--- src/rtl/bitstream_loader.sv ---
// Buffers a DEPTH-byte configuration image from the host and streams it to the fabric
// over a valid/ready handshake. Optional running checksum under BITSTREAM_CHECKSUM_EN.
//
// state  | meaning
// S_IDLE | buffer writable, waiting for start
// S_SEND | streaming buffer bytes, cfg_valid high
// S_FIN  | one-cycle done pulse after the last byte
module bitstream_loader #(
    parameter int DEPTH  = 16,
    parameter int ADDR_W = 4
) (
    input  logic              i_clk,
    input  logic              i_rst_n,
    input  logic              i_wr_en,
    input  logic [ADDR_W-1:0] i_wr_addr,
    input  logic [7:0]        i_wr_data,
    input  logic              i_start,
    input  logic              i_abort,
    output logic [7:0]        o_cfg_data,
    output logic              o_cfg_valid,
    input  logic              i_cfg_ready,
    output logic              o_cfg_last,
    output logic              o_busy,
    output logic              o_done,
    output logic [7:0]        o_checksum
);

    typedef enum logic [1:0] {
        S_IDLE = 2'd0,
        S_SEND = 2'd1,
        S_FIN  = 2'd2
    } state_t;

    state_t            r_state;
    state_t            w_state_nxt;
    logic [7:0]        r_buf [DEPTH];
    logic [ADDR_W-1:0] r_idx;
    logic              w_send;
    logic              w_xfer;
    logic              w_at_last;

    assign w_send    = (r_state == S_SEND);
    // abort wins over a same-cycle ready, so no byte counts as transferred then
    assign w_xfer    = w_send && i_cfg_ready && !i_abort;
    assign w_at_last = (r_idx == ADDR_W'(DEPTH - 1));

    always_ff @(posedge i_clk or negedge i_rst_n) begin
        if (!i_rst_n) begin
            r_state <= S_IDLE;
        end else begin
            r_state <= w_state_nxt;
        end
    end

    always_comb begin
        w_state_nxt = r_state;
        case (r_state)
            S_IDLE: begin
                if (i_start) w_state_nxt = S_SEND;
            end
            S_SEND: begin
                if (i_abort)                  w_state_nxt = S_IDLE;
                else if (w_xfer && w_at_last) w_state_nxt = S_FIN;
            end
            S_FIN:   w_state_nxt = S_IDLE;
            default: w_state_nxt = S_IDLE;
        endcase
    end

    always_ff @(posedge i_clk or negedge i_rst_n) begin
        if (!i_rst_n) begin
            for (int i = 0; i < DEPTH; i++) r_buf[i] <= 8'h00;
        end else if (r_state == S_IDLE && i_wr_en) begin
            r_buf[i_wr_addr] <= i_wr_data;
        end
    end

    // Index parks at DEPTH-1 through FIN and clears everywhere outside SEND.
    always_ff @(posedge i_clk or negedge i_rst_n) begin
        if (!i_rst_n) begin
            r_idx <= '0;
        end else if (!w_send || i_abort) begin
            r_idx <= '0;
        end else if (w_xfer && !w_at_last) begin
            r_idx <= r_idx + 1'b1;
        end
    end

    assign o_cfg_data  = w_send ? r_buf[r_idx] : 8'h00;
    assign o_cfg_valid = w_send;
    assign o_busy      = w_send;
    assign o_cfg_last  = w_send && w_at_last;
    assign o_done      = (r_state == S_FIN);

`ifdef BITSTREAM_CHECKSUM_EN
    logic [7:0] r_checksum;

    always_ff @(posedge i_clk or negedge i_rst_n) begin
        if (!i_rst_n) begin
            r_checksum <= 8'h00;
        end else if (r_state == S_IDLE && i_start) begin
            r_checksum <= 8'h00;
        end else if (w_xfer) begin
            r_checksum <= r_checksum + o_cfg_data;
        end
    end

    assign o_checksum = r_checksum;
`else
    assign o_checksum = 8'h00;
`endif

endmodule
--- config.mk ---
export PLATFORM = sky130hd
export DESIGN_NAME = bitstream_loader
export DESIGN_NICKNAME = d
export VERILOG_FILES = /design/src/rtl/bitstream_loader.sv
export SDC_FILE = /design/constraint.sdc
export NUM_CORES = 1
export LEC_CHECK = 0
export ABC_AREA = 1
export CAP_MARGIN = 30
export CELL_PAD_IN_SITES_DETAIL_PLACEMENT = 0
export CELL_PAD_IN_SITES_GLOBAL_PLACEMENT = 1
export CORE_MARGIN = 1.5
export CORE_UTILIZATION = 30
export DETAILED_ROUTE_END_ITERATION = 12
export GPL_ROUTABILITY_DRIVEN = 0
export PLACE_DENSITY_LB_ADDON = 0.1
export RECOVER_POWER = 50
export SLEW_MARGIN = 20
export SYNTH_ARGS = -nofsm -noshare
export SYNTH_HDL_FRONTEND = slang
export SYNTH_SLANG_ARGS = --single-unit
--- constraint.sdc ---
create_clock -name i_clk -period 2.2 [get_ports i_clk]
set_input_delay 0.33 -clock i_clk [delete_from_list [all_inputs] [get_ports i_clk]]
set_output_delay 0.33 -clock i_clk [all_outputs]
set_load 0.05 [all_outputs]
---- Word level (Yosys, flattened, before mapping) ----
Cells that the tools add are included.
Widths: inputs -> output; s select.
word-level totals
  bits of input ports ..................... 18
  flip-flop bits (word level) ............. 134
  logic and storage cells ................. 56
operators by class
  $add $sub $neg .......................... 1
  reduce and logical (&&, ||, !) cells .... 14
  bitwise operators ....................... 2
  order comparisons ....................... 3
  multiplexer cells ....................... 13
  equality and inequality tests ........... 5
operator list
  cell                 count
  $bwmux 128           1
  $bmux 8 s4           1
  $demux 8 s4          1
  $mux 8               4
  $ge 5x5->1 const B   2
  $not 4->5            2
  $mux 4               2
  $logic_and 1x1->1    7
  $mux 2               3
  $lt 5x1->1 const B   1
  $add 4x1->4 const B  1
  $eq 4x4->1 const B   1
  $pmux 2 s2           1
  $logic_not 1->1      3
  $ne 3x2->1 const B   1
  $eq 2x1->1 const B   1
  $eq 2x2->1 const B   1
  $logic_not 2->1      1
  $ne 2x2->1 const B   1
  $reduce_and 2->1     1
  $reduce_bool 2->1    1
  $logic_or 1x1->1     1

---- Depth between registers and ports, before layout ----
Gate-level depths: netlist of the first run.
  word-level depth ........................ 7
  mapped depth ............................ 10

---- Worst setup path before layout of the first run ----
Ideal clock, no wire load.
  path type ............................... flip-flop to output port
  start ................................... register r_idx[1]
  end ..................................... output o_cfg_data[0]
  slack ................................... -0.129 ns
  required time ........................... 1.870 ns
  cell stages (with the launch flop) ...... 10
  arrival ................................. 1.999 ns
  cell sequence ........................... dfrtp_1 > clkbuf_1 > inv_1 > buf_1 > nand3_1 > nand2_1 > nand2_1 > nand2_1 > inv_1 > a21oi_1
on the way
  word-level cells in the longest chain between the ends .. 5
ends and longest elaborated chain
  item                                       line  text
  start, declared                            37    logic [ADDR_W-1:0] r_idx;
  start signal, assigned                     85    r_idx <= r_idx + 1'b1;
  $not 4->5 (implied by the code)            89    assign o_cfg_data = w_send ? r_buf[r_idx] : 8'h00;
  $bmux 8 s4                                 89
  $mux 8 (implied by the code) (2 in a row)  89
  $mux 8                                     89
  end, declared                              19    output logic [7:0] o_cfg_data,
No other way between the ends. The select of a mux whose other input is x is not followed.

---- Worst setup path in the final report of the first run ----
  start ................................... register r_idx[0]
  end ..................................... output o_cfg_data[0]
The elaborated chain is that of the path after synthesis.

==> results of run 1 <==
## critical path, delay by kind of cell (launching register included)
kind | cells | cell delay, ps
flops | 1 | 450
simple gates | 5 | 420
compound gates | 1 | 150
buf+inv | 4 | 570
## cells by family after synthesis
logic type	share of synthesized area [%]
flip-flops	51.1
other	0.0571
AND/OR/NAND/NOR	27.9
adder cells (fa/ha/maj)	0.191
buffers and inverters	10.1
AO/OA/AOI/OAI	10.7
## state kept, by name (all words and copies together), names as in the netlist
signal / count
r_buf: 128
r_idx: 4
r_state: 2
## layout by cell type (no fill, tap or decap), types with 2 or more instances in the layout
master	instances
nand4_1	6
a21oi_2	6
nand2_1	336
buf_12	4
nor3_1	4
clkinv_1	2
nand2_2	30
conb_1	8
o21ai_0	132
clkinv_4	4
nand3_1	48
a21oi_4	2
clkbuf_16	21
clkbuf_1	2
nand3_2	21
buf_4	34
buf_16	3
buf_6	12
nor2_1	11
inv_1	100
dfrtp_1	133
inv_2	7
bufinv_16	7
clkdlybuf4s50_1	17
## cell type report
cell class              count  area, um^2  share of cell area, %
flip-flops and latches    134        3350                   39.6
multi-input cells         606        2800                   33.0
clock buffers              20         447                   5.28
clock inverters            12         249                   2.94
inverters                 110         418                   4.94
repair buffers             77         853                   10.1
well taps                 275         344                   4.07
## stage by stage
stage	worst slack (ps)	power [mW]
2_1_floorplan	144	4.41
3_3_place_gp	252	4.90
3_5_place_dp	207	4.94
4_1_cts	-151	8.42
5_1_grt	-221	8.95
6_report	-152	8.43
## final timing paths
kind,endpoint,slack (ps)
worst max-delay path,o_cfg_data[0],-150
worst min-delay path,r_buf[3],480
worst max register to register,r_buf[18],370
worst min register to register,r_buf[3],480
max in group asynchronous,r_buf[56],270
min in group asynchronous,r_buf[6],840
## report_power, final
group / switching, mW / total [mW] / internal (mW)
Clock: 1.10 / 3.38 / 2.27
Combinational: 1.06 / 1.72 / 0.662
Sequential: 0.300 / 3.33 / 3.03
## metal layers
layer | share of wire, % | wire (um) | GRT usage (%)
met3 | 4.0 | 825 | 2.92
met2 | 49 | 10000 | 31.7
met1 | 45 | 9240 | 24.8
met5 | 0 | 0 | 0
met4 | 1.5 | 301 | 6.07
## what timing repair did
| item | in CTS | in global routing |
|---|---|---|
| endpoints found under the hold margin | 54 | 0 |
| buffers inserted | 0 | 1 |
| cloned | 1 | 6 |
| pin swaps | 5 | 27 |
| hold buffers | 1 | 0 |
| resized for setup | 23 | 57 |
| endpoints found under the setup margin | 8 | 8 |
==> metrics.txt, run 1 <==
first-pass GRT wire length roughly 32 mm; Initial DRT Pass Iterations 7; share of the synthesized area in the top cell type just over 50%; fin nets just under 1000; Worst-Margin Slew roughly 1500 ps; peak supply drop slightly above 400 uV; Die Ht between 150 and 200 um; critical path required time between 1500 and 2000 ps; placed cell areas about 0.0073 mm^2; # DRC 0; Post-Layout Inst Area ~0.0085 mm^2; crit path launch type flip-flop; Core Rows 53; clock period minus worst slack between 2000 and 2500 ps; clock latency on the worst-skew pair 420 ps; leakage power ~4.2 nW; Post-synth EDFFs 0; Starting Density between 30% and 40%; Final ANT Viol Nets 0; Die X-Extent ~150 um; Cells after Synth roughly 900; final hold vios 0; crit path launch r_idx[0]; max_cap viols 1; Critical R2R Launch r_state[0]; core area 0.0212 mm^2; Slew Limit Headroom -2.59%; fraction of the cycle the final worst path needs 107%; power per standard cell area between 900 and 1000 mW/mm^2; final core utilization between 30% and 40%; CP max FO 12; placed cells roughly 1200; CTS sink count around 130; flops & latches, synth approximately 130; vias in the first global route between 5000 and 6000; Non-Filler Instances around 1200; Layout fillers approximately 2200; critical-path cell list buf_12 -> buf_16 -> nand2_1 -> nand3_2 -> nand2_1 -> nand2_1 -> nand2_1 -> inv_2 -> a21oi_2 -> buf_6; unrepaired setup endpoints after global routing true; pin count of the biggest net entering global routing 58; Critical Path End Type output pin; clock buffer count from CTS 17; layout cell share with drive strength beyond 1 between 15 and 20%; distinct cell type count after synthesis 17; fraction of registers with async set/reset 100%; Synth area leader dfrtp_1; fin worst setup slack -152 ps; clk_skew about 7.7 ps; DR WL/cell approximately 17 um; H-tree levels 4; Worst path most repeated cell nand2_1; Final Setup Violations 8; register area share after synthesis approximately half; root buffer cell clkbuf_16; Hold Path Class flip-flop to flip-flop; initial antenna violation count 0; Synth Flop Type dfrtp_1; vias per cell around 4.7; Inserted Diodes 0; CTS tree done; area grow syn2layout 28.9%; fmax roughly 430 MHz; Hold Path Origin r_buf[3]; R2R depth 6; port buffer count 29; outcome finished with violations; DRT iter0 DRCs 352; synth top area cells dfrtp_1 51%, nand2_1 21%, o21ai_0 10%; gr usage total roughly a fifth; via count 5812; Hold Slack 483 ps; top-count cell post-synth nand2_1; Syn Area/Cell 7.30 um^2; Synth Cell Area around 0.0066 mm^2; CP peak stage delay ~450 ps; Worst Path Class, Setup flip-flop to output pin; clk buf depth 2; Worst-path clk slew approximately 60 ps; Post-Route Setup TNS -1030 ps; fin. max-slew vios 58; failing checks max-capacitance violations, max-slew violations, negative setup slack; DRT Wirelength around 20 mm; CP arrival ~2000 ps; Worst path slowest cell dfrtp_2; worst hold stages 2; detailed placement HPWL around 13 mm; global route overflow 0; full die area 0.0228 mm^2; Syn. warnings 0; Synth top cells by count 366 x nand2_1, 134 x dfrtp_1, 132 x o21ai_0; I/O Pins 38
Note: power is estimated with default switching activity, not from simulation.
==> run 2: changes to the inputs <==
Settings changed: PLACE_DENSITY_LB_ADDON 0.1 to 0.2.
==> metrics.txt, run 2 (synthesis results as in run 1) <==
Core Rows 53 (unchanged); Hold Path Class flip-flop to flip-flop (unchanged); vias in the first global route 5484 (was 5573); detailed placement HPWL 12.3 mm (was 13.1 mm); core area 0.0212 mm^2 (unchanged); failing checks negative setup slack (was max-capacitance violations, max-slew violations, negative setup slack); initial antenna violation count 0 (unchanged); Worst-path clk slew 60 ps (about the same); Final ANT Viol Nets 0 (unchanged); worst setup path end o_cfg_data[0] (unchanged); gr usage total 19.2% (was 18.8%); Final Setup Violations 8 (unchanged); via count 5679 (was 5812); largest registers r_buf (128), r_idx (4), r_state (2) (unchanged); crit path launch type flip-flop (unchanged); Hold Path Origin r_buf[42] (was r_buf[3]); unrepaired setup endpoints after global routing true (unchanged); Die Ht 151 um (unchanged); reg2reg setup slack 460 ps (was 370 ps); clock period minus worst slack 2300 ps (was 2350 ps); power per standard cell area 951 mW/mm^2 (was 997 mW/mm^2); Critical Path End Type output pin (unchanged); Setup WS pre-CTS 209 ps (was 207 ps); outcome finished with violations (unchanged); critical path required time 1870 ps (about the same); first-pass GRT wire length 32.0 mm (was 31.5 mm); max_cap viols 0 (was 1); CP arrival 1970 ps (was 2020 ps); crit path launch r_idx[0] (unchanged); most frequent cells in the layout 355 x nand2_1, 133 x dfrtp_1, 132 x o21ai_0, 99 x inv_1, 50 x nand3_1 (was 336 x nand2_1, 133 x dfrtp_1, 132 x o21ai_0, 100 x inv_1, 48 x nand3_1); clk_skew 8.70 ps (was 7.73 ps); port buffer count 29 (unchanged); vias per cell 4.61 (was 4.71); clock latency on the worst-skew pair 420 ps (about the same); Starting Density 30.9% (unchanged); Layout fillers 2304 (was 2245); clock buffer count from CTS 17 (unchanged); root buffer cell clkbuf_16 (unchanged); layout cell share with drive strength beyond 1 14.3% (was 16.5%); leakage power 4.09 nW (was 4.16 nW); CP max FO 12 (unchanged); area grow syn2layout 26.1% (was 28.9%); DR WL/cell 16.5 um (about the same); final hold vios 0 (unchanged); pin count of the biggest net entering global routing 56 (was 58); CTS sink count 134 (unchanged); Die X-Extent 151 um (unchanged); DRT iter0 DRCs 325 (was 352); Initial DRT Pass Iterations 5 (was 7); full die area 0.0228 mm^2 (unchanged); fin worst setup slack -98.0 ps (was -152 ps); commonest non-fill, non-tap cell in the layout nand2_1 (unchanged); Largest register FFs 128 (unchanged); H-tree levels 4 (unchanged); Worst Path Class, Setup flip-flop to output pin (unchanged); CTS tree done (unchanged); Inserted Diodes 0 (unchanged); R2R Path End r_buf[61] (was r_buf[18]); clk buf depth 2 (unchanged); global route overflow 0 (unchanged); DRT Wirelength 20.3 mm (was 20.4 mm); fmax 435 MHz (was 425 MHz); I/O Pins 38 (unchanged); fraction of the cycle the final worst path needs 104% (was 107%); final core utilization 39.0% (was 39.9%); fin. max-slew vios 0 (was 58); R2R depth 6 (unchanged); Largest Register r_buf (unchanged); peak supply drop 444 uV (was 408 uV); Critical R2R Launch r_state[0] (unchanged); # DRC 0 (unchanged); Final Power 7.87 mW (was 8.43 mW); Worst-Margin Slew 998 ps (was 1540 ps); fin nets 964 (was 965); Slew Limit Headroom 33.5% (was -2.59%)
run 2: layout make-up:
class                      instances  area [um^2]  area share (%)
sequential                       134         3350            40.5
inverter                         110          418            5.05
tap                              275          344            4.16
timing repair buffer              76          817            9.87
clock buffer                      24          502            6.06
clock inverter                     8         95.1            1.15
multi-input combinational        606         2740            33.2
run 2: power breakdown:
| part | leakage, nW | switching, mW | internal (mW) |
|---|---|---|---|
| logic | 2.07 | 1.00 | 0.650 |
| clock network | 0.292 | 1.09 | 1.81 |
| registers | 1.73 | 0.291 | 3.03 |
| total | 4.09 | 2.38 | 5.49 |
run 2: how the worst min path moves through the flow:
stage / slack (ps) / cells past startpoint / end
floorplan: 30 / 0 / r_buf[0]
detailed placement: 270 / 1 / r_buf[77]
CTS: 390 / 2 / r_buf[77]
global route: 500 / 2 / r_buf[75]
finish: 480 / 2 / r_buf[42]
global placement: 270 / 1 / r_buf[77]
run 2: worst max-delay path, stage by stage (launching register included):
cell and delay, ps:
dfrtp_2 440, inv_6 60, buf_4 140, buf_12 140, nand2_1 70, nand3_2 70, nand2_1 80, nand2_1 50
nand2_1 70, inv_2 60, a21oi_4 170, buf_8 170
run 2: metrics by stage:
stage	TNS, ps	cell area, um^2	cells	hold WS [ps]
after floorplan	0	6620	906	34.4
after global placement	0	7310	1190	266
after detailed placement	0	7310	1190	265
after CTS	-760	8190	1232	386
after global routing	-4660	8270	1233	501
final	-587	8270	1233	482
run 2: repair_timing:
action,4_1_cts,5_1_grt
buffers inserted,6,0
hold endpoints to repair,34,0
gates cloned,4,1
hold buffers,1,0
pin swaps,20,16
resized for setup,40,25
endpoints found under the setup margin,9,9
run 2: per-layer routing:
layer | vias to the layer above | GRT usage (%) | part of all wire, %
li1 | 2874 | - | -
met1 | 2710 | 25.7 | 48
met2 | 84 | 32.2 | 48
met3 | 11 | 3.52 | 3.3
met4 | 0 | 4.32 | 0.89
met5 | - | 0 | 0
